**src/rtl/snake_pkg.sv**
```systemverilog
// Shared snake-game types: grid coordinates, default playfield size and the
// food_spawner search states.
package snake_pkg;

  localparam int unsigned GRID_W_DEF    = 20;
  localparam int unsigned GRID_H_DEF    = 15;
  localparam int unsigned MAX_TRIES_DEF = 8;

  typedef logic [4:0] coord_x_t;
  typedef logic [3:0] coord_y_t;

  typedef enum logic [2:0] {
    ST_IDLE   = 3'd0,
    ST_ROLL   = 3'd1,
    ST_SAMPLE = 3'd2,
    ST_QUERY  = 3'd3,
    ST_SCAN   = 3'd4,
    ST_PLACE  = 3'd5
  } spawn_state_e;

endpackage

```
**src/rtl/food_scan_counter.sv**
```systemverilog
// Raster x/y walker over the playfield, x fastest; wrap_done flags the last cell.
module food_scan_counter
  import snake_pkg::*;
#(
  parameter int unsigned GRID_W = GRID_W_DEF,
  parameter int unsigned GRID_H = GRID_H_DEF
) (
  input  logic     clk,
  input  logic     rst_n,
  input  logic     clear_i,
  input  logic     advance_i,
  output coord_x_t x_o,
  output coord_y_t y_o,
  output logic     wrap_done_o
);

  localparam coord_x_t X_LAST = coord_x_t'(GRID_W - 1);
  localparam coord_y_t Y_LAST = coord_y_t'(GRID_H - 1);

  coord_x_t x_q;
  coord_y_t y_q;

  always_ff @(posedge clk) begin
    if (!rst_n || clear_i) begin
      x_q <= '0;
      y_q <= '0;
    end else if (advance_i) begin
      if (x_q == X_LAST) begin
        x_q <= '0;
        y_q <= (y_q == Y_LAST) ? '0 : y_q + 4'd1;
      end else begin
        x_q <= x_q + 5'd1;
      end
    end
  end

  assign x_o         = x_q;
  assign y_o         = y_q;
  assign wrap_done_o = (x_q == X_LAST) && (y_q == Y_LAST);

endmodule

```
**src/rtl/food_spawner.sv**
```systemverilog
// Food placement search: random candidates checked against snake occupancy.
// FOOD_SCAN_EN enables the MAX_TRIES limit and the raster-scan fallback.
module food_spawner
  import snake_pkg::*;
#(
  parameter int unsigned GRID_W    = GRID_W_DEF,
  parameter int unsigned GRID_H    = GRID_H_DEF,
  parameter int unsigned MAX_TRIES = MAX_TRIES_DEF
) (
  input  logic       clk,
  input  logic       rst_n,
  input  logic       spawn_req,
  input  logic [4:0] rng5,
  input  logic [3:0] rng4,
  output logic       rng_update,
  output logic       occ_query,
  output logic [4:0] occ_x,
  output logic [3:0] occ_y,
  input  logic       occ_valid,
  input  logic       occ_hit,
  output logic [4:0] food_x,
  output logic [3:0] food_y,
  output logic       food_valid,
  output logic       grid_full,
  output logic       busy
);

  if (GRID_W < 1 || GRID_W > 32 || GRID_H < 1 || GRID_H > 16 ||
      MAX_TRIES < 1 || MAX_TRIES > 255) begin : g_param_check
    $error("food_spawner: parameter out of range");
  end

  spawn_state_e state_q, state_d;
  coord_x_t     cand_x_q, cand_x_d, food_x_q, food_x_d;
  coord_y_t     cand_y_q, cand_y_d, food_y_q, food_y_d;
  logic         food_valid_q, food_valid_d;
  logic         try_fail;

`ifdef FOOD_SCAN_EN
  localparam logic [7:0] TRIES_LIM = 8'(MAX_TRIES);

  logic [7:0] tries_q, tries_d;
  logic       grid_full_q, grid_full_d;
  logic       scan_clear, scan_adv, scan_last;
  coord_x_t   scan_x;
  coord_y_t   scan_y;

  food_scan_counter #(.GRID_W(GRID_W), .GRID_H(GRID_H)) u_scan (
    .clk        (clk),
    .rst_n      (rst_n),
    .clear_i    (scan_clear),
    .advance_i  (scan_adv),
    .x_o        (scan_x),
    .y_o        (scan_y),
    .wrap_done_o(scan_last)
  );
`endif

  always_comb begin
    state_d      = state_q;
    cand_x_d     = cand_x_q;
    cand_y_d     = cand_y_q;
    food_x_d     = food_x_q;
    food_y_d     = food_y_q;
    food_valid_d = food_valid_q;
    try_fail     = 1'b0;
`ifdef FOOD_SCAN_EN
    tries_d      = tries_q;
    grid_full_d  = grid_full_q;
    scan_clear   = 1'b0;
    scan_adv     = 1'b0;
`endif
    unique case (state_q)
      ST_IDLE: if (spawn_req) begin
        food_valid_d = 1'b0;
`ifdef FOOD_SCAN_EN
        grid_full_d  = 1'b0;
        tries_d      = '0;
`endif
        state_d      = ST_ROLL;
      end
      ST_ROLL: state_d = ST_SAMPLE;
      ST_SAMPLE: begin
        cand_x_d = rng5;
        cand_y_d = rng4;
        if (32'(rng5) >= GRID_W || 32'(rng4) >= GRID_H) try_fail = 1'b1;
        else                                              state_d  = ST_QUERY;
      end
      ST_QUERY: if (occ_valid) begin
        if (!occ_hit) state_d  = ST_PLACE;
        else          try_fail = 1'b1;
      end
`ifdef FOOD_SCAN_EN
      ST_SCAN: if (occ_valid) begin
        if (!occ_hit) begin
          cand_x_d = scan_x;
          cand_y_d = scan_y;
          state_d  = ST_PLACE;
        end else if (scan_last) begin
          grid_full_d = 1'b1;
          state_d     = ST_IDLE;
        end else begin
          scan_adv = 1'b1;
        end
      end
`endif
      ST_PLACE: begin
        food_x_d     = cand_x_q;
        food_y_d     = cand_y_q;
        food_valid_d = 1'b1;
        state_d      = ST_IDLE;
      end
      default: state_d = ST_IDLE;
    endcase

    // Rejected and occupied candidates share one retry path.
    if (try_fail) begin
`ifdef FOOD_SCAN_EN
      tries_d = tries_q + 8'd1;
      if (tries_d == TRIES_LIM) begin
        state_d    = ST_SCAN;
        scan_clear = 1'b1;
      end else begin
        state_d = ST_ROLL;
      end
`else
      state_d = ST_ROLL;
`endif
    end
  end

  always_ff @(posedge clk) begin
    if (!rst_n) begin
      state_q      <= ST_IDLE;
      cand_x_q     <= '0;
      cand_y_q     <= '0;
      food_x_q     <= '0;
      food_y_q     <= '0;
      food_valid_q <= 1'b0;
`ifdef FOOD_SCAN_EN
      tries_q      <= '0;
      grid_full_q  <= 1'b0;
`endif
    end else begin
      state_q      <= state_d;
      cand_x_q     <= cand_x_d;
      cand_y_q     <= cand_y_d;
      food_x_q     <= food_x_d;
      food_y_q     <= food_y_d;
      food_valid_q <= food_valid_d;
`ifdef FOOD_SCAN_EN
      tries_q      <= tries_d;
      grid_full_q  <= grid_full_d;
`endif
    end
  end

  assign busy       = (state_q != ST_IDLE);
  assign rng_update = (state_q == ST_ROLL);
  assign food_x     = food_x_q;
  assign food_y     = food_y_q;
  assign food_valid = food_valid_q;

`ifdef FOOD_SCAN_EN
  assign grid_full = grid_full_q;
  assign occ_query = (state_q == ST_QUERY) || (state_q == ST_SCAN);
  assign occ_x     = (state_q == ST_QUERY) ? cand_x_q : (state_q == ST_SCAN) ? scan_x : '0;
  assign occ_y     = (state_q == ST_QUERY) ? cand_y_q : (state_q == ST_SCAN) ? scan_y : '0;
`else
  assign grid_full = 1'b0;
  assign occ_query = (state_q == ST_QUERY);
  assign occ_x     = occ_query ? cand_x_q : '0;
  assign occ_y     = occ_query ? cand_y_q : '0;
`endif

endmodule

```
**config.mk**
```make
export PLATFORM = sky130hd
export DESIGN_NAME = food_spawner
export DESIGN_NICKNAME = d
export VERILOG_FILES = /design/src/rtl/snake_pkg.sv /design/src/rtl/food_scan_counter.sv /design/src/rtl/food_spawner.sv
export SDC_FILE = /design/constraint.sdc
export NUM_CORES = 1
export LEC_CHECK = 0
export CAP_MARGIN = 5
export CORE_MARGIN = 1.5
export CORE_UTILIZATION = 42
export DETAILED_ROUTE_END_ITERATION = 8
export GPL_ROUTABILITY_DRIVEN = 0
export GPL_TIMING_DRIVEN = 0
export PLACE_DENSITY = 0.77
export SYNTH_ARGS = -nofsm -noshare
export SYNTH_HDL_FRONTEND = slang
export SYNTH_SLANG_ARGS = --single-unit
```
**constraint.sdc**
```tcl
create_clock -name clk -period 1.24 [get_ports clk]
set_input_delay 0.248 -clock clk [delete_from_list [all_inputs] [get_ports clk]]
set_output_delay 0.248 -clock clk [all_outputs]
set_load 0.01 [all_outputs]
```
==> results of run 1 <==
report_power, final:
group          total [uW]  internal (uW)  leakage, uW  switching [uW]
clock network         549            327    0.0000279             222
registers             750            729     0.000180            20.8
logic                 290            174     0.000563             116
final cells by class:
| class | count | area (um2) | share of cell area, % |
|---|---|---|---|
| repair buffers | 55 | 533 | 32.2 |
| multi-input cells | 65 | 527 | 31.8 |
| flip-flops and latches | 22 | 452 | 27.3 |
| plain buffers | 6 | 48.8 | 2.95 |
| well taps | 28 | 35.0 | 2.12 |
| clock inverters | 1 | 30.0 | 1.82 |
| clock buffers | 3 | 22.5 | 1.36 |
| inverters | 1 | 6.26 | 0.378 |
flip-flops by register name, indices dropped and copies added (netlist names):
signal,flops
food_valid,1
state_q,3
food_x,5
cand_y_q,4
cand_x_q,5
food_y,4
tightest hold or removal path: stages, from the launching register on:
cell	delay, ns
sky130_fd_sc_hd__dfxtp_1	0.33
sky130_fd_sc_hd__mux2i_1	0.12
sky130_fd_sc_hd__nor2b_1	0.05
timing repair:
item | CTS | global route
cloned | 1 | 2
gates resized for setup | 79 | 28
pin swaps | 4 | 2
endpoints found under the setup margin | 25 | 32
hold endpoints to repair | 0 | 0
buffers inserted | 12 | 6
per-layer routing:
metal / up-vias / track usage, %
li1: 429 / -
met2: 25 / 34.6
met5: - / 0
met1: 423 / 24.6
met3: 6 / 3.51
met4: 0 / 5.41
layout by cell type (no fill, tap or decap), drive strengths merged:
master,netlist,layout
nor3,1,1
buf,4,36
bufinv,0,1
and2b,1,1
nor2,2,2
dlygate4sd2,0,8
o221a,1,1
nand3b,1,1
conb,1,1
clkbuf,2,5
a211oi,1,1
and4b,1,1
clkdlybuf4s15,0,2
nand2,2,2
nand4,1,1
nor3b,2,2
clkdlybuf4s50,0,13
a21oi,1,1
nand3,1,1
nor2b,18,18
dfxtp,22,22
inv,1,1
mux2i,18,18
nand2b,1,1
o21ai,2,2
a21boi,1,1
and2,9,9
final timing paths:
kind              depth (start not counted)        from  slack [ns]           to
hold reg to reg                           2   food_y[0]        0.54    food_y[0]
hold / removal                            2   food_y[0]        0.54    food_y[0]
setup / recovery                          7  state_q[0]       -0.50     occ_x[2]
setup reg to reg                          6  state_q[2]       -0.19  cand_x_q[4]
per-stage QoR:
stage                     setup slack [ns]  std cells  util, %  instance area (um2)
after floorplan                    0.00903         94        -                  968
after global placement              -0.594        157     61.8                 1350
after detailed placement            -0.607        157     61.8                 1350
after CTS                           -0.477        174     69.8                 1530
after global routing                -0.541        181     75.5                 1650
final                               -0.499        181     75.5                 1650
logic make-up (layout without fill, tap and decap cells):
logic type / after synthesis / in the layout / synth area share [%]
buf+inv: 7 / 66 / 4.40
simple gates: 40 / 40 / 26.7
compound gates: 6 / 6 / 4.27
flops: 22 / 22 / 45.6
other cells: 1 / 1 / 0.388
mux: 18 / 18 / 18.7
==> summary.json, run 1 <==
{
  "finish": {
    "nNetsFinal": 168,
    "antenna_cells": 0,
    "syn_to_final_growth_pct": 71.2,
    "post_route_cells_drive_above_1_share_pct": 38.6,
    "filler_cell_count_in_the_final_layout": 155
  },
  "critical_path": {
    "crit_buf_inv": 5,
    "crit_type": "reg -> out",
    "critPathTopFamily": "buffers and inverters",
    "worst_setup_path_end_kind": "output pin",
    "critPathSlowestCell": "sky130_fd_sc_hd__dfxtp_4",
    "cp-start-kind": "register",
    "cpMostUsedCell": "sky130_fd_sc_hd__buf_6",
    "timing.critical_path.arrival_ns": 1.49,
    "critical_path.max_fanout": 4,
    "worst-endpoint-required_ns": 0.99,
    "cp_slowest_stage_delay_ns": 0.38,
    "crit_chain": "inv_4, nor3b_4, buf_6, buf_6, buf_6, and2_4, buf_6"
  },
  "logic_synthesis": {
    "synth_area_per_cell_um2": 10.3,
    "post-synth-top-area-fraction_pct": 45.6,
    "netlist_instances": 94,
    "netlist.top_cell.by_area": "sky130_fd_sc_hd__dfxtp_1",
    "ys_top_cells_by_count": "22 x sky130_fd_sc_hd__dfxtp_1, 18 x sky130_fd_sc_hd__mux2i_1, 18 x sky130_fd_sc_hd__nor2b_1",
    "post_synth_num_cell_types": 25,
    "ys_seq_elements": 22,
    "synth_enable_flop_cells": 0,
    "synth_area_leaders": "sky130_fd_sc_hd__dfxtp_1 46%, sky130_fd_sc_hd__mux2i_1 19%, sky130_fd_sc_hd__nor2b_1 12%",
    "yosysSeqAreaShare_pct": 45.6,
    "synth_most_common_cell": "sky130_fd_sc_hd__dfxtp_1",
    "synth_flop_cell": "sky130_fd_sc_hd__dfxtp_1",
    "ys_async_sr_fraction_pct": 0,
    "syn-cell-area_um2": 966,
    "syn-num-nets": 108,
    "yosys_warnings": 0
  },
  "power_and_ir_drop": {
    "final_power_uw": 1590,
    "power-per-cell-area_mw_per_mm2": 961,
    "total_leakage_power_uw": 0.000771,
    "vdd.ir_drop.worst_mv": 1.29
  },
  "die": {
    "boundaryPins": 37,
    "core.rowCount": 17,
    "die_width_um": 51.0,
    "fp.dieH_um": 51.0,
    "die_area_mm2": 0.00260,
    "core-area_mm2": 0.00219,
    "initial_core_util_pct": 44.1
  },
  "timing": {
    "fmaxAchievable_mhz": 575,
    "period_share_pct": 140,
    "finalMaxSlewViolations": 0,
    "skew_ns": 0.00729,
    "setup_viol": 23,
    "worst_hold_slack_ns": 0.537,
    "rsz0062_at_grt": "true",
    "final_hold_viol_count": 0,
    "final.setup.tns_ns": -5.82,
    "timing.final.crit_period_ns": 1.74,
    "final_worst_setup_slack_ns": -0.499
  },
  "route": {
    "total_wirelength_mm": 2.78,
    "first_pass_drt_iterations": 5,
    "top_layer_used": "met4",
    "vias": 883,
    "post_drt_via_cell_ratio": 4.88,
    "wl_met2_mm": 1.40,
    "drt_drc_violations_left": 0,
    "wl_per_cell_um": 15.3,
    "wl_met3_um": 82,
    "ant_nets": 0,
    "drt_iter0_drc": 7,
    "detail_route.wirelength.met1_mm": 1.26
  },
  "outcome": {
    "outcome": "complete, but fails checks",
    "failed_checks": "negative setup slack"
  },
  "place": {
    "numPortBuffers": 35,
    "hpwl_mm": 1.47
  },
  "cts": {
    "numCtsBuffers": 3,
    "cts.root.buffer_cell": "sky130_fd_sc_hd__clkbuf_4",
    "worst_setup_hold_path_clk_slew_ns": 0.13,
    "cts_tree": "yes",
    "cts_hold_buffers": 0,
    "htreeDepth": 1,
    "clock_buffer_depth": 2,
    "worst_skew_pair.late_latency_ns": 0.31,
    "cts.sinks": 22
  },
  "grt": {
    "first_pass_grt_wire_length_mm": 3.80,
    "grt_antenna_before_repair": 0,
    "grt_remaining_overflow": 0,
    "grt_max_degree": 14,
    "grt_usage_pct": 19.7,
    "grt_pass1_vias": 826
  },
  "job": {
    "timing.max_cap.violations": 0
  },
  "hold_path": {
    "hold_path_class": "reg -> reg"
  }
}
Power figures use the tool's default switching activity.
==> inputs of run 2 (changes only) <==
--- a/config.mk
+++ b/config.mk
@@ -12,6 +12,7 @@
 export GPL_ROUTABILITY_DRIVEN = 0
 export GPL_TIMING_DRIVEN = 0
 export PLACE_DENSITY = 0.77
+export SKIP_CTS_REPAIR_TIMING = 1
 export SYNTH_ARGS = -nofsm -noshare
 export SYNTH_HDL_FRONTEND = slang
 export SYNTH_SLANG_ARGS = --single-unit
==> run 2 against run 1 <==
  * The run still ends with negative setup slack left
  * Cell count decreased by 6.1%
  * Clock power down 2%
  * Count of clock-buffer cells in the layout is the same
  * Routed wire length decreased by 15%
  * Die area did not move
  * Sequential power barely moved
  * Critical endpoint unchanged
  * Largest cell class is now multi-input gates
==> summary.json, run 2 (synthesized netlist as in run 1, its figures left out) <==
{
  "job": {
    "timing.max_cap.violations": 0
  },
  "finish": {
    "syn_to_final_growth_pct": 60.9,
    "layout_common_cells": "19 x sky130_fd_sc_hd__dfxtp_1, 18 x sky130_fd_sc_hd__mux2i_1, 18 x sky130_fd_sc_hd__nor2b_1",
    "nNetsFinal": 157,
    "mostFrequentLayoutCell": "sky130_fd_sc_hd__dfxtp_1",
    "antenna_cells": 0,
    "filler_cell_count_in_the_final_layout": 158,
    "final_util_pct": 70.9,
    "post_route_cells_drive_above_1_share_pct": 29.6
  },
  "timing": {
    "final.setup.tns_ns": -4.59,
    "final_worst_setup_slack_ns": -0.510,
    "final_hold_viol_count": 0,
    "timing.final.crit_period_ns": 1.75,
    "rsz0062_at_grt": "true",
    "period_share_pct": 141,
    "skew_ns": 0.0100,
    "finalMaxSlewViolations": 0,
    "fmaxAchievable_mhz": 572,
    "setup_viol": 15
  },
  "critical_path": {
    "crit_chain": "inv_4, nor3b_4, buf_4, buf_6, buf_6, and2_4, buf_6",
    "critical_path.max_fanout": 5,
    "reg2reg_slack_ns": -0.05,
    "cp-start-kind": "register",
    "crit_buf_inv": 5,
    "cpMostUsedCell": "sky130_fd_sc_hd__buf_6",
    "crit_type": "reg -> out",
    "worst_setup_path_end_kind": "output pin",
    "critPathTopFamily": "buffers and inverters",
    "capturing_point_of_the_worst_reg2reg_path": "cand_x_q[4]",
    "worst-endpoint-required_ns": 0.99,
    "timing.critical_path.arrival_ns": 1.50,
    "cp_slowest_stage_delay_ns": 0.37,
    "worst_r2r_startpoint": "state_q[0]",
    "r2r_cells": 5,
    "critPathSlowestCell": "sky130_fd_sc_hd__dfxtp_4"
  },
  "grt": {
    "grt_max_degree": 14,
    "grt_pass1_vias": 732,
    "grt_usage_pct": 16.7,
    "grt_antenna_before_repair": 0,
    "first_pass_grt_wire_length_mm": 3.26,
    "grt_remaining_overflow": 0
  },
  "cts": {
    "htreeDepth": 1,
    "clock_buffer_depth": 2,
    "worst_setup_hold_path_clk_slew_ns": 0.12,
    "numCtsBuffers": 3,
    "cts_tree": "yes",
    "worst_skew_pair.late_latency_ns": 0.31,
    "cts.sinks": 22,
    "cts.root.buffer_cell": "sky130_fd_sc_hd__clkbuf_4"
  },
  "die": {
    "boundaryPins": 37,
    "die_width_um": 51.0,
    "die_area_mm2": 0.00260,
    "core-area_mm2": 0.00219,
    "core.rowCount": 17,
    "initial_core_util_pct": 44.1,
    "fp.dieH_um": 51.0
  },
  "outcome": {
    "failed_checks": "negative setup slack",
    "outcome": "complete, but fails checks"
  },
  "place": {
    "numPortBuffers": 35,
    "hpwl_mm": 1.47,
    "post-place-ws_ns": -0.607
  },
  "route": {
    "wl_per_cell_um": 13.8,
    "total_wirelength_mm": 2.35,
    "drt_drc_violations_left": 0,
    "post_drt_via_cell_ratio": 4.72,
    "vias": 802,
    "first_pass_drt_iterations": 4,
    "drt_iter0_drc": 6,
    "ant_nets": 0
  },
  "power_and_ir_drop": {
    "power-per-cell-area_mw_per_mm2": 984,
    "vdd.ir_drop.worst_mv": 1.28,
    "total_leakage_power_uw": 0.000866
  },
  "hold_path": {
    "worstHoldEndpoint": "food_y[3]",
    "holdCritStartpoint": "food_y[3]",
    "hold_path_class": "reg -> reg",
    "min_path_cells": 2
  }
}
run 2: worst max-delay path by stage:
stage               depth (start not counted)  endpoint  slack [ns]  startpoint
global placement                            5  occ_x[3]       -0.59  state_q[0]
finish                                      7  occ_x[2]       -0.51  state_q[0]
detailed placement                          5  occ_x[3]       -0.61  state_q[0]
floorplan                                   4  occ_x[0]       0.009  state_q[0]
global route                                7  occ_x[2]       -0.56  state_q[0]
CTS                                         5  occ_x[2]       -0.97  state_q[0]
run 2: power breakdown:
part	internal [uW]	switching [uW]	total, uW
Combinational	143	96.8	240
Sequential	729	21.3	750
Clock	327	213	539
Total	1200	331	1530
run 2: area by class of cell:
type / instances / area (um2) / share of cell area [%]
Tap cell: 28 / 35.0 / 2.25
Clock inverter: 1 / 30.0 / 1.93
Clock buffer: 3 / 22.5 / 1.45
Buffer: 6 / 48.8 / 3.14
Multi-Input combinational cell: 65 / 515 / 33.2
Inverter: 1 / 6.26 / 0.403
Timing Repair Buffer: 44 / 444 / 28.6
Sequential cell: 22 / 452 / 29.1
run 2: worst register-to-register path: stages (launching register included):
cell and delay [ns]:
sky130_fd_sc_hd__dfxtp_4 0.37, sky130_fd_sc_hd__buf_4 0.15, sky130_fd_sc_hd__nor3b_4 0.22, sky130_fd_sc_hd__buf_6 0.17, sky130_fd_sc_hd__mux2i_1 0.21, sky130_fd_sc_hd__nor2b_1 0.08
run 2: through the flow:
stage	std cells	power, uW	hold WS (ns)	area (um2)
5_1_grt	170	1590	0.557	1550
3_5_place_dp	157	957	0.503	1350
6_report	170	1530	0.532	1550
3_3_place_gp	157	953	0.497	1350
2_1_floorplan	94	867	0.393	968
4_1_cts	161	1500	0.536	1410
run 2: routing by layer:
metal,wire length [um],GRT usage [%]
met2,1230,27.7
met4,0,5.41
met3,90,3.80
met5,0,0
met1,1030,21.3
==> inputs of run 3 (changes only) <==
--- a/config.mk
+++ b/config.mk
@@ -12,6 +12,7 @@
 export GPL_ROUTABILITY_DRIVEN = 0
 export GPL_TIMING_DRIVEN = 0
 export PLACE_DENSITY = 0.77
+export SETUP_SLACK_MARGIN = 0.5
 export SKIP_CTS_REPAIR_TIMING = 1
 export SYNTH_ARGS = -nofsm -noshare
 export SYNTH_HDL_FRONTEND = slang
==> run 3 against run 2 <==
  * The run still ends with negative setup slack left
  * Total power shrank 8.3%
  * First-iteration DRC count increased by 17%
  * Clock power decreased by 26%
  * Maximum frequency shrank 4.3%
  * Worst setup slack worse by 0.078 ns
  * Non-clock buffer count increased by 9
  * Combinational power rose by 4%
  * Via count grew 6.7%
  * Register-to-register slack got worse by 0.03 ns
  * Sequential power grew 0.7%
  * Count of clock-buffer cells in the layout is 1 higher
  * Routed wire length up 4.4%
  * Critical path type unchanged
==> summary.json, run 3 (synthesized netlist as in run 1, its figures left out) <==
{
  "timing": {
    "skew_ns": 0.0109,
    "finalMaxSlewViolations": 0,
    "final_hold_viol_count": 0,
    "fmaxAchievable_mhz": 547,
    "rsz0062_at_grt": "true",
    "timing.final.crit_period_ns": 1.83,
    "final_worst_setup_slack_ns": -0.587,
    "setup_viol": 21,
    "period_share_pct": 147
  },
  "power_and_ir_drop": {
    "total_leakage_power_uw": 0.000752,
    "final_power_uw": 1400,
    "vdd.ir_drop.worst_mv": 0.825,
    "power-per-cell-area_mw_per_mm2": 857
  },
  "grt": {
    "grt_remaining_overflow": 0,
    "grt_max_degree": 13,
    "grt_usage_pct": 17.7,
    "grt_pass1_vias": 733,
    "first_pass_grt_wire_length_mm": 3.41,
    "grt_antenna_before_repair": 0
  },
  "place": {
    "numPortBuffers": 35,
    "placed_cell_area_mm2": 0.00139,
    "hpwl_mm": 1.48
  },
  "critical_path": {
    "timing.critical_path.arrival_ns": 1.58,
    "capturing_point_of_the_worst_reg2reg_path": "cand_y_q[0]",
    "r2r_cells": 5,
    "worst_setup_path_end_kind": "output pin",
    "crit_type": "reg -> out",
    "critical_path.max_fanout": 6,
    "worst_r2r_startpoint": "state_q[0]",
    "cp-start-kind": "register",
    "reg2reg_slack_ns": -0.08,
    "worst-endpoint-required_ns": 0.99
  },
  "die": {
    "core-area_mm2": 0.00219,
    "initial_core_util_pct": 44.1,
    "die_area_mm2": 0.00260,
    "core.rowCount": 17,
    "fp.dieH_um": 51.0,
    "boundaryPins": 37,
    "die_width_um": 51.0
  },
  "finish": {
    "layout_common_cells": "28 x sky130_fd_sc_hd__buf_6, 18 x sky130_fd_sc_hd__mux2i_1, 18 x sky130_fd_sc_hd__nor2b_1",
    "fin_area_mm2": 0.00164,
    "nNetsFinal": 166,
    "post_route_cells_drive_above_1_share_pct": 53.0,
    "mostFrequentLayoutCell": "sky130_fd_sc_hd__buf_6",
    "syn_to_final_growth_pct": 69.3,
    "antenna_cells": 0
  },
  "cts": {
    "htreeDepth": 1,
    "worst_setup_hold_path_clk_slew_ns": 0.13,
    "numCtsBuffers": 3,
    "cts_tree": "yes",
    "cts.root.buffer_cell": "sky130_fd_sc_hd__clkbuf_4",
    "clock_buffer_depth": 2,
    "worst_skew_pair.late_latency_ns": 0.31,
    "cts.sinks": 22
  },
  "hold_path": {
    "worstHoldEndpoint": "state_q[0]",
    "hold_path_class": "reg -> reg",
    "min_path_cells": 2,
    "holdCritStartpoint": "state_q[1]"
  },
  "route": {
    "drt_iter0_drc": 7,
    "post_drt_via_cell_ratio": 4.78,
    "vias": 856,
    "ant_nets": 0,
    "first_pass_drt_iterations": 4,
    "drt_drc_violations_left": 0,
    "total_wirelength_mm": 2.45,
    "wl_per_cell_um": 13.7
  },
  "outcome": {
    "failed_checks": "negative setup slack",
    "outcome": "complete, but fails checks"
  },
  "job": {
    "timing.max_cap.violations": 0
  }
}
[run 3: cell type report]
class                   count  area, um2
clock buffers               4       36.3
inverters                   1       6.26
plain buffers               6       51.3
well taps                  28       35.0
fillers                   171        556
multi-input cells          65        523
repair buffers             53        519
flip-flops and latches     22        464
[run 3: worst max path at each step]
stage	startpoint	endpoint	slack (ns)	cells past startpoint
detailed placement	state_q[0]	occ_x[3]	-0.50	5
floorplan	state_q[0]	occ_x[0]	0.10	4
global route	state_q[0]	occ_y[1]	-0.65	7
CTS	state_q[0]	occ_x[3]	-0.86	5
global placement	state_q[0]	occ_x[3]	-0.47	5
finish	state_q[0]	occ_y[1]	-0.59	7
[run 3: routing by layer]
layer	up-vias	track usage (%)	part of all wire (%)
met4	0	8.11	1.7
li1	427	-	-
met3	4	3.22	4.6
met5	-	0	0
met2	26	30.7	50
met1	399	21.0	43
[run 3: critical path, stage by stage, from the launching register on]
cell                      delay [ns]
sky130_fd_sc_hd__dfxtp_4        0.41
sky130_fd_sc_hd__inv_4          0.05
sky130_fd_sc_hd__nor3b_4        0.23
sky130_fd_sc_hd__buf_4          0.16
sky130_fd_sc_hd__buf_6          0.11
sky130_fd_sc_hd__buf_6          0.09
sky130_fd_sc_hd__and2_4         0.12
sky130_fd_sc_hd__buf_6          0.09
[run 3: where the power goes]
group          total, uW  internal, uW  switching [uW]
registers            755           729            26.5
logic                250           153            96.8
clock network        397           179             218
[run 3: through the flow]
step	worst slack [ns]	TNS, ns	utilization [%]	std cells	hold WS [ns]
finish	-0.587	-5.71	74.6	179	0.529
global route	-0.649	-7.00	74.6	179	0.553
CTS	-0.864	-11.50	65.3	161	0.535
detailed placement	-0.504	-7.43	63.6	157	0.507
global placement	-0.467	-6.57	63.6	157	0.495
floorplan	0.104	0	-	94	0.391
